File: config.mk
export PLATFORM = sky130hd
export DESIGN_NAME = piso_serializer_flat
export DESIGN_NICKNAME = d
export VERILOG_FILES = /design/src/rtl/piso_pkg.sv /design/src/rtl/piso_serializer_if.sv /design/src/rtl/piso_bit_counter.sv /design/src/rtl/piso_serializer.sv /design/src/flat_wrapper.sv
export SDC_FILE = /design/constraint.sdc
export NUM_CORES = 1
export LEC_CHECK = 0
export CAP_MARGIN = 20
export CORE_AREA = 2 2 39 41
export CTS_CLUSTER_SIZE = 16
export DETAILED_ROUTE_END_ITERATION = 7
export DIE_AREA = 0 0 41 43
export SLEW_MARGIN = 0
export SYNTH_ARGS = -nofsm -noshare
export SYNTH_HDL_FRONTEND = slang
export SYNTH_SLANG_ARGS = --single-unit
File: constraint.sdc
create_clock -name clk -period 1.5 [get_ports clk]
set_input_delay 0.375 -clock clk [delete_from_list [all_inputs] [get_ports clk]]
set_output_delay 0.375 -clock clk [all_outputs]
set_load 0.02 [all_outputs]
File: src/rtl/piso_pkg.sv
// Shared types and constants for the parallel-in serial-out transmitter.
package piso_pkg;

  typedef enum logic {
    IDLE  = 1'b0,
    SHIFT = 1'b1
  } piso_state_t;

  localparam int DIR_LSB_FIRST = 0;
  localparam int DIR_MSB_FIRST = 1;

endpackage

File: src/rtl/piso_serializer_if.sv
// Producer-side load handshake plus serial channel signals of the PISO transmitter.
interface piso_serializer_if #(
  parameter int WIDTH = 4
);

  logic [WIDTH-1:0] load_data;
  logic             load_valid;
  logic             load_ready;
  logic             shift_en;
  logic             sout;
  logic             sout_valid;
  logic             sout_last;
  logic             busy;

  modport master (
    output load_data, load_valid, shift_en,
    input  load_ready, sout, sout_valid, sout_last, busy
  );

  modport slave (
    input  load_data, load_valid, shift_en,
    output load_ready, sout, sout_valid, sout_last, busy
  );

endinterface

File: src/rtl/piso_bit_counter.sv
// Bit position counter: cleared on each load, advanced per shifted bit,
// flags the final bit position of the word.
module piso_bit_counter #(
  parameter int WIDTH = 4
) (
  input  logic clk,
  input  logic rst_n,
  input  logic clear,
  input  logic enable,
  output logic terminal
);

  localparam int CW = (WIDTH > 1) ? $clog2(WIDTH) : 1;

  logic [CW-1:0] count_r;

  // Position register; a load restarts the count even on the last-bit edge.
  always_ff @(posedge clk or negedge rst_n) begin
    if (!rst_n) begin
      count_r <= '0;
    end else if (clear) begin
      count_r <= '0;
    end else if (enable) begin
      count_r <= count_r + CW'(1);
    end else begin
      count_r <= count_r;
    end
  end

  assign terminal = (count_r == CW'(WIDTH - 1));

endmodule

File: src/rtl/piso_serializer.sv
// Parallel-in serial-out transmitter: accepts a word on valid/ready and
// shifts it out one bit per enabled clock, LSB or MSB first.
module piso_serializer
  import piso_pkg::*;
#(
  parameter int WIDTH     = 4,
  parameter int MSB_FIRST = DIR_LSB_FIRST
) (
  input  logic             clk,
  input  logic             rst_n,
  piso_serializer_if.slave bus
);

  piso_state_t      state_r;
  piso_state_t      state_s;
  logic [WIDTH-1:0] shreg_r;
  logic [WIDTH-1:0] shifted_s;
  logic             in_shift_s;
  logic             advance_s;
  logic             term_s;
  logic             last_s;
  logic             ready_s;
  logic             accept_s;
  logic             head_bit_s;

  assign in_shift_s = (state_r == SHIFT);
  assign advance_s  = in_shift_s & bus.shift_en;
  assign last_s     = in_shift_s & term_s;
  assign ready_s    = (state_r == IDLE) | (last_s & bus.shift_en);
  assign accept_s   = bus.load_valid & ready_s;

  piso_bit_counter #(
    .WIDTH (WIDTH)
  ) u_bit_counter (
    .clk      (clk),
    .rst_n    (rst_n),
    .clear    (accept_s),
    .enable   (advance_s),
    .terminal (term_s)
  );

  // Next-state logic; a load on the final bit keeps the FSM in SHIFT.
  always_comb begin
    state_s = state_r;
    case (state_r)
      IDLE: begin
        if (accept_s) begin
          state_s = SHIFT;
        end else begin
          state_s = IDLE;
        end
      end
      SHIFT: begin
        if (advance_s && term_s) begin
          state_s = accept_s ? SHIFT : IDLE;
        end else begin
          state_s = SHIFT;
        end
      end
      default: state_s = IDLE;
    endcase
  end

  // State register.
  always_ff @(posedge clk or negedge rst_n) begin
    if (!rst_n) begin
      state_r <= IDLE;
    end else begin
      state_r <= state_s;
    end
  end

  // Zero-fill shift in the configured direction; the head bit is the one on sout.
  always_comb begin
    shifted_s  = shreg_r;
    head_bit_s = 1'b0;
    if (MSB_FIRST == DIR_MSB_FIRST) begin
      shifted_s  = {shreg_r[WIDTH-2:0], 1'b0};
      head_bit_s = shreg_r[WIDTH-1];
    end else begin
      shifted_s  = {1'b0, shreg_r[WIDTH-1:1]};
      head_bit_s = shreg_r[0];
    end
  end

  // Shift register: load wins over shift so back-to-back words have no bubble.
  always_ff @(posedge clk or negedge rst_n) begin
    if (!rst_n) begin
      shreg_r <= '0;
    end else if (accept_s) begin
      shreg_r <= bus.load_data;
    end else if (advance_s) begin
      shreg_r <= shifted_s;
    end else begin
      shreg_r <= shreg_r;
    end
  end

  assign bus.load_ready = ready_s;
  assign bus.sout       = in_shift_s & head_bit_s;
  assign bus.sout_valid = in_shift_s;
  assign bus.sout_last  = last_s;
  assign bus.busy       = in_shift_s;

endmodule

File: src/flat_wrapper.sv
// flat-port wrapper written by rule: the top's interface ports become plain ports
module piso_serializer_flat import piso_pkg::*;
#(
  parameter int WIDTH     = 4,
  parameter int MSB_FIRST = DIR_LSB_FIRST
)
  (clk, rst_n, bus_load_data, bus_load_valid, bus_shift_en, bus_load_ready, bus_sout, bus_sout_valid, bus_sout_last, bus_busy);
  piso_serializer_if #(.WIDTH(WIDTH)) bus_i ();
  input  logic clk;
  input  logic rst_n;
  input wire logic [$bits(bus_i.load_data)-1:0] bus_load_data;
  input wire logic [$bits(bus_i.load_valid)-1:0] bus_load_valid;
  input wire logic [$bits(bus_i.shift_en)-1:0] bus_shift_en;
  output wire logic [$bits(bus_i.load_ready)-1:0] bus_load_ready;
  output wire logic [$bits(bus_i.sout)-1:0] bus_sout;
  output wire logic [$bits(bus_i.sout_valid)-1:0] bus_sout_valid;
  output wire logic [$bits(bus_i.sout_last)-1:0] bus_sout_last;
  output wire logic [$bits(bus_i.busy)-1:0] bus_busy;
  assign bus_i.load_data = bus_load_data;
  assign bus_i.load_valid = bus_load_valid;
  assign bus_i.shift_en = bus_shift_en;
  assign bus_load_ready = bus_i.load_ready;
  assign bus_sout = bus_i.sout;
  assign bus_sout_valid = bus_i.sout_valid;
  assign bus_sout_last = bus_i.sout_last;
  assign bus_busy = bus_i.busy;
  piso_serializer #(.WIDTH(WIDTH), .MSB_FIRST(MSB_FIRST)) u_core (.clk(clk), .rst_n(rst_n), .bus(bus_i));
endmodule
# Word level (Yosys, flattened, before mapping)
# Index checks and enable logic that the tools add are counted.
dict set report totals {
  out_inout_bits 5
  reg_bits 7
  word_cells 21
}
dict set report op_classes {
  bitwise 7
  n_addsub 1
  reduce_logical 2
  n_eq_ne 1
  muxes 7
}
# cell n
set ops {}
lappend ops {{$mux W4} 2}
lappend ops {{$and A1 B1 Y1} 5}
lappend ops {{$mux W2} 2}
lappend ops {{$add A2 B1 Y2 const B} 1}
lappend ops {{$eq A2 B2 Y1 const B} 1}
lappend ops {{$mux W1} 2}
lappend ops {{$pmux W1 S2} 1}
lappend ops {{$reduce_bool A2 Y1} 1}
lappend ops {{$logic_and A1 B1 Y1} 1}
lappend ops {{$not A1 Y1} 1}
lappend ops {{$or A1 B1 Y1} 1}

# Logic depth before layout (Yosys ltp)
dict set report logic_depth {
  depth_word 8
  depth_mapped 4
  depth_no_buf 4
}

# By module
# A second synthesis with hierarchy kept.
dict set report unflattened {
  hier_cells 43
  area_unflattened_um2 460.4
}
# mod area_per_inst_um2 n_inst seq_area_each_um2 cells_per_inst
set by_module_without_submodules {}
lappend by_module_without_submodules {piso_serializer 371.6 1 125.1 36}
lappend by_module_without_submodules {piso_bit_counter 88.8 1 50.0 7}

# Worst setup path before layout
# No wires, ideal clock.
dict set report synth_timing {
  path_kind {register -> output}
  start {register u_core.state_r (netlist: u_core.bus.busy)}
  end {output port bus_sout}
  path_stages_with_launch 3
  setup_slack_ns 0.160
  path_buffers 1
  t_arrival_ns 0.965
  path_cell_list {dfrtp_1 -> buf_2 -> and2_1}
}
dict set report synth_via {
  elab_chain_len 1
}
# element line
set synth_lines {}
lappend synth_lines {{start: declaration} piso_serializer.sv:14} ;# piso_state_t state_r;
lappend synth_lines {{start signal: assignment} piso_serializer.sv:69} ;# state_r <= state_s;
lappend synth_lines {{$and A1 B1 Y1} piso_serializer.sv:100} ;# assign bus.sout = in_shift_s & head_bit_s;
lappend synth_lines {{end: declaration} flat_wrapper.sv:15} ;# output wire logic [$bits(bus_i.sout)-1:0] bus_sout;
# Every way passes these cells.

# Worst setup path after layout
dict set report layout_timing {
  start {register u_core.u_bit_counter.count_r[0]}
  end {output port bus_sout_last}
}
dict set report layout_via {
  elab_chain_len 2
}
# element line
set layout_lines {}
lappend layout_lines {{start: declaration} piso_bit_counter.sv:15} ;# logic [CW-1:0] count_r;
lappend layout_lines {{start signal: assignment} piso_bit_counter.sv:24} ;# count_r <= count_r + CW'(1);
lappend layout_lines {{start signal: assignment} piso_bit_counter.sv:26} ;# count_r <= count_r;
lappend layout_lines {{$eq A2 B2 Y1} piso_bit_counter.sv:30} ;# assign terminal = (count_r == CW'(WIDTH - 1));
lappend layout_lines {{$and A1 B1 Y1} piso_serializer.sv:28} ;# assign last_s = in_shift_s & term_s;
lappend layout_lines {{end: declaration} flat_wrapper.sv:17} ;# output wire logic [$bits(bus_i.sout_last)-1:0] bus_sout_last;
# Every way passes these cells.

==> results.sh <==
export IMPL_finalClockSkew_ns=0.000951
export IMPL_port_buffers=12
export IMPL_dr_pass1_iters=4
export IMPL_n_fill_cell=131
export IMPL_h_tree_depth=1
export IMPL_drive_gt1_share_pct=44.1
export IMPL_gp_congestion=0.715
export IMPL_slew_violations=0
export IMPL_leakagePower_nw=0.334
export IMPL_cpMaxStageDelayCell="dfrtp_1"
export IMPL_layout_setup_ws_ns=-0.000518
export IMPL_r2r_start="u_core.u_bit_counter.count_r[0]"
export IMPL_coreArea_mm2=0.00138
export IMPL_worstPathCellList="ha_2 > and2_4 > buf_6"
export IMPL_placed_cells=78
export IMPL_max_slew_margin_rel_pct=77.4
export IMPL_antennaDiodeCount=0
export IMPL_rsz0062_at_grt="yes"
export IMPL_cts_buffers=3
export IMPL_syn_nets=51
export IMPL_powerDensity_mw_per_mm2=1610
export IMPL_max_freq_ghz=0.666
export IMPL_netlist_instances=42
export IMPL_syn_to_final_growth_pct=59.4
export IMPL_worstPathArrival_ns=1.13
export IMPL_violations="setup timing"
export IMPL_multi_input_area_um2=241
export IMPL_post_drt_via_cell_ratio=5.01
export IMPL_tightestPinTransition_ns=0.337
export IMPL_clockBufferDepth=2
export IMPL_root_buffer="clkbuf_4"
export IMPL_routed_wl_um=1000
export IMPL_hp_class="primary input to asynchronous set/reset pin"
export IMPL_hold_violations=0
export IMPL_hold_buffers=0
export IMPL_yosys_warnings=0
export IMPL_synth_seq_cells=7
export IMPL_drtAntennaViolNets=0
export IMPL_std_cell_rows=14
export IMPL_clk_pin_slew_ns=0.05
export IMPL_cp_start_kind="flop"
export IMPL_grt_pass1_wl_um=1570
export IMPL_die_w_um=41
export IMPL_reg2reg_depth=7
export IMPL_grt_pass1_vias=389
export IMPL_vias=421
export IMPL_crit_type="flop to primary output"
export IMPL_clk_latency_ns=0.25
export IMPL_routedWlPerCell_um=11.9
export IMPL_grt_max_degree=9
export IMPL_drv_cap=0
export IMPL_utilization_pct=49.3
export IMPL_avgSynthCellArea_um2=10.2
export IMPL_pre_cts_ws_ns=-0.489
export IMPL_drt_iter0_markers=4
export IMPL_status="complete, but fails checks"
export IMPL_finalSetupViolCount=1
export IMPL_worst_r2r_setup_slack_ns=0.09
export IMPL_period_minus_slack_ns=1.50
export IMPL_antenna_found_initial=0
export IMPL_ir_drop_v=0.000689
export IMPL_yosysSeqAreaShare_pct=40.9
export IMPL_cp_max_fo=3
export IMPL_drc=0
export IMPL_io_pins=13
export IMPL_place_hpwl_um=740
export IMPL_tritoncts="built"
export IMPL_layout_nets=78
export IMPL_r2r_end="u_core.shreg_r[1]"
export IMPL_start_util_pct=30.9
export IMPL_min_period_over_period_pct=100
export IMPL_yosysUniqueCellTypes=19
export IMPL_dieArea_mm2=0.00176
export IMPL_cpPeakStageDelay_ns=0.39
export IMPL_whs_ns=0.391
export IMPL_power_mw=1.10
export IMPL_layoutNonFillerInstCount=84
export IMPL_die_y_um=43
export IMPL_synth_cell_area_um2=428
export IMPL_cts_sinks=7
export IMPL_critPathCaptureType="primary output"
export IMPL_regArea_um2=176
export IMPL_grt_ovfl_total=0
export IMPL_grt_usage_pct=13.7
export IMPL_cp_required_ns=1.12
metrics by stage:
step           instance area (µm²)  setup TNS (ns)
2_1_floorplan                  428               0
3_5_place_dp                   633           -1.46
6_report                       682       -0.000518
5_1_grt                        682         -0.0582
4_1_cts                        672               0
3_3_place_gp                   633           -1.48
where the power goes:
| part | internal [mW] | switching (mW) | total (mW) |
|---|---|---|---|
| Combinational | 0.360 | 0.257 | 0.617 |
| Clock | 0.101 | 0.0692 | 0.171 |
| Sequential | 0.262 | 0.0468 | 0.309 |
| Total | 0.724 | 0.373 | 1.10 |
area by class of cell:
type | instances | area share [%]
clock buffers | 4 | 3.85
repair buffers | 25 | 31.4
multi-input cells | 31 | 35.4
well taps | 16 | 2.94
inverters | 1 | 0.550
flip-flops and latches | 7 | 25.9
Yosys cell counts:
cell	n	area, µm²
a21oi_1	4	20.0
a22o_1	2	17.5
a31o_1	1	8.76
a32o_1	1	10.0
and2_1	2	12.5
buf_2	2	10.0
buf_4	1	7.51
dfrtp_1	7	175
ha_1	1	12.5
inv_1	1	3.75
mux2_2	3	33.8
mux2i_1	3	30.0
nand2_1	2	7.51
nand2_4	1	11.3
nand2b_1	5	31.3
nor2_1	1	3.75
nor2b_1	1	6.26
o22ai_1	3	18.8
or2b_1	1	7.51
what timing repair did:
item                                    in CTS  in global routing
pin swaps                                    3                  2
gates resized for setup                     23                  7
setup buffers                                1                  1
endpoints found under the setup margin       5                  5
layer usage:
metal,track usage (%),part of all wire (%),wire [µm]
met1,15.0,41,414
met2,21.6,51,505
met3,1.57,4.5,45
met4,12.0,3.5,35
met5,0,0,0
how the worst max path moves through the flow:
stage                                         start        endpoint  slack (ns)  depth (start not counted)
detailed placement                     bus_shift_en  bus_load_ready       -0.49                          4
CTS                 u_core.u_bit_counter.count_r[1]   bus_sout_last      0.0006                          3
global route        u_core.u_bit_counter.count_r[0]   bus_sout_last       -0.04                          3
finish              u_core.u_bit_counter.count_r[0]   bus_sout_last     -0.0005                          3
floorplan                           u_core.bus.busy        bus_sout        0.16                          2
global placement                       bus_shift_en  bus_load_ready       -0.50                          4
cell usage in the layout, fill, tap and decap left out, drive strengths merged, types with 3 or more instances in the layout:
cell and n:
clkdlybuf4s50 6, buf 17, a21oi 4, nand2b 5, nand2 3, mux2 3
dfrtp 7, clkbuf 4, mux2i 3, o22ai 3
flip-flops by register name, indices dropped and copies added, names as in the netlist:
register	cells
u_core.bus.busy	1
u_core.shreg_r	4
u_core.u_bit_counter.count_r	2
worst max-delay path, delay by kind of cell, from the launching register on:
kind / cells / cell delay (ns)
adders and majority gates: 1 / 0.21
DFF: 1 / 0.39
and+or+nand+nor: 1 / 0.16
buffers and inverters: 1 / 0.12
cell families (layout without fill, tap and decap cells):
| kind of cell | Yosys count | in the layout | synth area share [%] |
|---|---|---|---|
| AND/OR/NAND/NOR | 13 | 13 | 18.7 |
| flip-flops | 7 | 7 | 40.9 |
| buffers and inverters | 4 | 30 | 4.97 |
| multiplexers | 6 | 6 | 14.9 |
| adder cells (fa/ha/maj) | 1 | 1 | 2.92 |
| AO/OA/AOI/OAI | 11 | 11 | 17.5 |
Power figures use the tool's default switching activity.
